## src/rtl/cpu_ctrl_pkg.sv

```systemverilog
// Shared definitions for the hardwired CPU control sequencer: state encoding,
// instruction opcodes and IR field positions.
package cpu_ctrl_pkg;

  typedef enum logic [3:0] {
    ST_IDLE = 4'd0,
    ST_T0   = 4'd1,
    ST_T1   = 4'd2,
    ST_T2   = 4'd3,
    ST_T3   = 4'd4,
    ST_T4   = 4'd5,
    ST_T5   = 4'd6,
    ST_T6   = 4'd7,
    ST_HALT = 4'd8
  } state_e;

  localparam logic [4:0] OP_ADD  = 5'b00011;
  localparam logic [4:0] OP_SUB  = 5'b00100;
  localparam logic [4:0] OP_SHR  = 5'b00101;
  localparam logic [4:0] OP_SHL  = 5'b00110;
  localparam logic [4:0] OP_AND  = 5'b01010;
  localparam logic [4:0] OP_OR   = 5'b01011;
  localparam logic [4:0] OP_MUL  = 5'b01111;
  localparam logic [4:0] OP_DIV  = 5'b10000;
  localparam logic [4:0] OP_NOP  = 5'b11010;
  localparam logic [4:0] OP_HALT = 5'b11011;

  localparam int OP_MSB = 31;
  localparam int OP_LSB = 27;
  localparam int RA_MSB = 26;
  localparam int RA_LSB = 23;
  localparam int RB_MSB = 22;
  localparam int RB_LSB = 19;
  localparam int RC_MSB = 18;
  localparam int RC_LSB = 15;
  localparam int REG_IDX_W = RA_MSB - RA_LSB + 1;

  function automatic logic is_alu_op(input logic [4:0] op);
    return (op == OP_ADD) || (op == OP_SUB) || (op == OP_AND) ||
           (op == OP_OR)  || (op == OP_SHR) || (op == OP_SHL);
  endfunction

  function automatic logic is_muldiv_op(input logic [4:0] op);
    return (op == OP_MUL) || (op == OP_DIV);
  endfunction

endpackage

```

## src/rtl/reg_field_decoder.sv

```systemverilog
// Register-index to one-hot strobe decoder; all outputs low when disabled.
module reg_field_decoder
  import cpu_ctrl_pkg::*;
#(
  parameter int NUM_OUT = 16,
  parameter int SEL_W   = REG_IDX_W
) (
  input  logic               en,
  input  logic [SEL_W-1:0]   sel,
  output logic [NUM_OUT-1:0] onehot
);

  always_comb begin
    onehot = '0;
    if (en) onehot[sel] = 1'b1;
  end

endmodule

```

## src/rtl/control_sequencer.sv

```systemverilog
// Hardwired control unit: fetch (T0-T2), register ALU execute (T3-T5) and
// mul/div execute (T3-T6), with a sticky stop request that halts at instruction end.
module control_sequencer
  import cpu_ctrl_pkg::*;
#(
  parameter int DATA_WIDTH = 32,
  parameter int NUM_REGS   = 16
) (
  input  logic                  clock,
  input  logic                  clear,
  input  logic [DATA_WIDTH-1:0] IR,
  input  logic                  stop,
  output logic                  PCout,
  output logic                  Zlo_out,
  output logic                  Zhi_out,
  output logic                  MDRout,
  output logic                  MARin,
  output logic                  PCin,
  output logic                  MDRin,
  output logic                  IRin,
  output logic                  Yin,
  output logic                  Zin,
  output logic                  HIin,
  output logic                  LOin,
  output logic                  IncPC,
  output logic                  Read,
  output logic [NUM_REGS-1:0]   Rin,
  output logic [NUM_REGS-1:0]   Rout,
  output logic [4:0]            opcode,
  output logic                  run,
  output state_e                state_dbg
);

  state_e state_q, state_d;
  logic   stop_seen_q, stop_seen_d;

  logic [4:0]           op;
  logic [REG_IDX_W-1:0] ra, rb, rc, rout_sel;
  logic                 alu_op, muldiv_op, rout_en, rin_en;
  logic                 unused_ir_bits;

  assign op        = IR[OP_MSB:OP_LSB];
  assign ra        = IR[RA_MSB:RA_LSB];
  assign rb        = IR[RB_MSB:RB_LSB];
  assign rc        = IR[RC_MSB:RC_LSB];
  assign alu_op    = is_alu_op(op);
  assign muldiv_op = is_muldiv_op(op);
  assign unused_ir_bits = ^IR[RC_LSB-1:0];
  assign state_dbg = state_q;

  always_ff @(posedge clock or posedge clear) begin
    if (clear) begin
      state_q     <= ST_IDLE;
      stop_seen_q <= 1'b0;
    end else begin
      state_q     <= state_d;
      stop_seen_q <= stop_seen_d;
    end
  end

  // A stop seen on the final edge of an instruction still counts for it.
  always_comb begin
    state_d     = state_q;
    stop_seen_d = stop_seen_q | stop;
    case (state_q)
      ST_IDLE: state_d = ST_T0;
      ST_T0:   state_d = ST_T1;
      ST_T1:   state_d = ST_T2;
      ST_T2:   state_d = ST_T3;
      ST_T3: begin
        if (op == OP_HALT)            state_d = ST_HALT;
        else if (alu_op || muldiv_op) state_d = ST_T4;
        else                          state_d = ST_T0;
      end
      ST_T4:   state_d = ST_T5;
      ST_T5: begin
        if (muldiv_op)                 state_d = ST_T6;
        else if (stop_seen_q || stop)  state_d = ST_HALT;
        else                           state_d = ST_T0;
      end
      ST_T6:   state_d = (stop_seen_q || stop) ? ST_HALT : ST_T0;
      ST_HALT: state_d = ST_HALT;
      default: state_d = ST_IDLE;
    endcase
    if (state_d == ST_T0) stop_seen_d = 1'b0;
  end

  assign rout_en  = (state_q == ST_T3) || (state_q == ST_T4);
  assign rout_sel = (state_q == ST_T4) ? rc : rb;
  assign rin_en   = (state_q == ST_T5) && alu_op;

  reg_field_decoder #(.NUM_OUT(NUM_REGS), .SEL_W(REG_IDX_W)) u_rout_dec (
    .en     (rout_en),
    .sel    (rout_sel),
    .onehot (Rout)
  );

  reg_field_decoder #(.NUM_OUT(NUM_REGS), .SEL_W(REG_IDX_W)) u_rin_dec (
    .en     (rin_en),
    .sel    (ra),
    .onehot (Rin)
  );

  always_comb begin
    PCout   = 1'b0;
    Zlo_out = 1'b0;
    Zhi_out = 1'b0;
    MDRout  = 1'b0;
    MARin   = 1'b0;
    PCin    = 1'b0;
    MDRin   = 1'b0;
    IRin    = 1'b0;
    Yin     = 1'b0;
    Zin     = 1'b0;
    HIin    = 1'b0;
    LOin    = 1'b0;
    IncPC   = 1'b0;
    Read    = 1'b0;
    opcode  = 5'd0;
    run     = (state_q != ST_IDLE) && (state_q != ST_HALT);
    case (state_q)
      ST_T0: begin
        PCout = 1'b1;
        MARin = 1'b1;
        IncPC = 1'b1;
        Zin   = 1'b1;
      end
      ST_T1: begin
        Zlo_out = 1'b1;
        PCin    = 1'b1;
        Read    = 1'b1;
        MDRin   = 1'b1;
      end
      ST_T2: begin
        MDRout = 1'b1;
        IRin   = 1'b1;
      end
      ST_T3: Yin = 1'b1;
      ST_T4: begin
        opcode = op;
        Zin    = 1'b1;
      end
      ST_T5: begin
        Zlo_out = 1'b1;
        LOin    = muldiv_op;
      end
      ST_T6: begin
        Zhi_out = 1'b1;
        HIin    = 1'b1;
      end
      default: ;
    endcase
  end

endmodule

```

## config.mk

```make
export PLATFORM = sky130hd
export DESIGN_NAME = control_sequencer
export DESIGN_NICKNAME = d
export VERILOG_FILES = /design/src/rtl/cpu_ctrl_pkg.sv /design/src/rtl/reg_field_decoder.sv /design/src/rtl/control_sequencer.sv
export SDC_FILE = /design/constraint.sdc
export NUM_CORES = 1
export LEC_CHECK = 0
export ABC_AREA = 1
export CORE_MARGIN = 2
export CORE_UTILIZATION = 25
export CTS_BUF_LIST = sky130_fd_sc_hd__clkbuf_4
export DETAILED_ROUTE_END_ITERATION = 7
export PLACE_DENSITY = 0.72
export SYNTH_ARGS = -nofsm -noshare
export SYNTH_HDL_FRONTEND = slang
export SYNTH_SLANG_ARGS = --single-unit
```

## constraint.sdc

```tcl
create_clock -name clock -period 1.6 [get_ports clock]
set_input_delay 0.16 -clock clock [delete_from_list [all_inputs] [get_ports clock]]
set_output_delay 0.16 -clock clock [all_outputs]
set_load 0.1 [all_outputs]
```

==> impl_results.md <==
- Outcome: finished, violations left
- Violations in the final reports: setup timing
- Core area: roughly 3300 sq um
- VDD IR max: 0.00120 V
- Cells after synthesis: between 150 and 200
- CTS H-tree lvls: 1
- Vias in the first global route: 1814
- Fin crit share: 130%
- Total Routed Length: between 7 and 8 mm
- Starting density of the core: about a quarter
- Final Setup Violations: between 50 and 60
- Skew final: 0.00463 ns
- Die Area: 3970 sq um
- Mux cell area share after synthesis: 0%
- PortBufs: 75
- Endpoints failing hold: 0
- Setup WS post-layout: -0.488 ns
- CTS root buf: clkbuf_4
- Total track usage: between 30% and 40%
- Crit Path Category: reg -> out
- Design area: between 3000 and 4000 sq um
- Routed wire length per instance: between 20 and 25 microns
- CP Launch Type: register
- Complex-gate fraction of the synthesized area: under 10%
- Post-Synth Simple-Gate Area: 60.1%
- Fin util: between 90 and 100%
- Hold crit path type: in -> async
- Syn. warnings: 0
- CTS clock-pin slew for the worst setup and hold paths: 0.05 ns
- First-pass GRT wire length: approximately 9.4 mm
- Fin. max-slew vios: 0
- Sequential-to-total area share from yosys stat: between 10% and 20%
- Number of antenna violations at the first check in global routing: 0
- Routability congestion estimate: 0.811
- Drt via density: around 5.3
- Unrepaired setup endpoints after global routing: true
- Worst slew pin tran: approximately 0.44 ns
- Synth Area in XOR/XNOR: 0%
- Most frequent cells in the layout: buf_12 (57), nor2_4 (45), buf_4 (31)
- Syn_area_per_cell: 5.18 sq um
- Synth cell types: 19
- Area of the multi-input gates: 1110 sq um
- Critical R2R Capture: stop_seen_q
- Lkg Pwr: ~1.3 nW
- Slew Limit Headroom: between 70% and 80%
- Clock sinks: 5
- CTS tree: done
- Max Buffers Root-to-Sink: 2
- Antenna diodes: 0
- DIE WIDTH: between 60 and 70 microns
- R2R Setup Slk: -0.27 ns
- R2r startpoint: state_dbg[3]
- Critical-path maximum fanout: 6
- Largest net degree at the start of global routing: 7
- CP arrival: 1.93 ns
- Worst Setup End Kind: primary output
- Power per cell area: about 1600 nW/um^2
- Place WS: -0.510 ns
- Max-cap violations: 0
- Number of remaining DRC errors: 0
- DRT iter0 DRCs: 85
- Nets: ~320
- Fill cells: 82
- Synthesized-area fraction occupied by adder cells: 0%
- Post-route ant nets: 0
- Clk_lat worst skew: about 0.25 ns
- Syn Nets: 203
- Flip-flop and latch count after synthesis: 5
- Reg area: about 140 sq um
- IO Count: ~90
- Worst EP required: about 1.4 ns
- Final min period: approximately 2.1 ns
- Total placed instance area: ~2800 sq um
- Drt pass-1 iters: 4
- Row Count: 21
- Share of cells above drive strength 1: around 72%
- Peak Freq: 0.479 GHz
- Num CTS Buffers: 3
- Most common cell after layout, fill and taps aside: buf_12
- Mapped cell area: 870 sq um
- HPWL after DPL: a little over 4 mm
- Die Span Y: between 60 and 70 microns
- Synth-to-layout area growth: 261%
- R2R depth: 12
- DR vias: 1733
- Main combinational cell family by area after synthesis: simple AND/OR/NAND/NOR gates
- Total grt overflow: 0
==> state kept, by name, summed over array words and instances (netlist names) <==
signal	count
stop_seen_q	1
state_dbg	4
==> synthesized netlist by cell type <==
cell type | instances | area [sq um]
nand4_1 | 1 | 6.26
inv_2 | 4 | 15.0
nand3_2 | 2 | 20.0
o21ai_2 | 2 | 17.5
nand2_4 | 2 | 22.5
nand2_1 | 35 | 131
buf_6 | 1 | 11.3
nand2_2 | 6 | 37.5
inv_1 | 27 | 101
dfrtp_1 | 5 | 125
nand3_1 | 14 | 70.1
buf_4 | 6 | 45.0
o21ai_1 | 1 | 5.00
nor2_2 | 2 | 12.5
nor2_1 | 55 | 206
a21oi_1 | 2 | 10.0
o21ai_4 | 1 | 16.3
nor3_2 | 1 | 10.0
or2_2 | 1 | 6.26
==> worst max path at each step <==
stage,start,endpoint,cells after the start
after CTS,state_dbg[3],Rout[15],7
after global placement,IR[28],Rin[10],9
after floorplan,state_dbg[3],Rout[0],6
final,state_dbg[3],Rout[15],9
after detailed placement,IR[28],Rin[10],9
after global routing,state_dbg[3],Rout[14],7
==> what timing repair did <==
| action | in CTS | in global routing |
|---|---|---|
| endpoints found under the setup margin | 51 | 54 |
| setup buffers | 11 | 3 |
| gates resized for setup | 35 | 15 |
| pin swaps | 21 | 9 |
| hold buffers | 0 | 0 |
==> cells by family after synthesis <==
| family | Yosys count |
|---|---|
| DFF | 5 |
| and+or+nand+nor | 119 |
| buffers and inverters | 38 |
| AOI/OAI and AO/OA | 6 |
==> critical path, cell delays in order, from the launching register on <==
cell and delay, ns:
dfrtp_4 0.51, nor2_4 0.15, nand2_4 0.10, buf_12 0.16
nand2_4 0.06, o21ai_4 0.08, inv_2 0.11, nand3_4 0.15
nor2_4 0.16, buf_12 0.19
==> power by group <==
group	switching (mW)	internal, mW	leakage [nW]
Clock	0.0620	0.112	0.0184
Sequential	0.0750	0.215	0.0564
Combinational	3.10	1.61	1.19
==> area by class of cell <==
type,instances,area share (%)
tap,46,1.83
timing repair buffer,116,52.9
sequential,5,4.46
inverter,31,4.62
clock buffer,4,0.956
multi-input combinational,125,35.2
==> stage by stage <==
stage / setup TNS [ns] / hold WS (ns) / power [mW] / cells
CTS: -14.00 / 0.116 / 4.78 / 324
floorplan: -22.01 / -0.0614 / 2.91 / 168
detailed placement: -11.54 / 0.370 / 4.33 / 309
global placement: -9.45 / 0.370 / 4.24 / 309
global route: -19.98 / 0.177 / 5.27 / 327
finish: -17.62 / 0.156 / 5.17 / 327
==> per-layer routing <==
layer  wire, microns  global-route usage, %
met5               0                      0
met2            3980                   57.2
met4             598                   15.3
met1            2570                   32.8
met3             412                   4.32
Power figures use the tool's default switching activity.
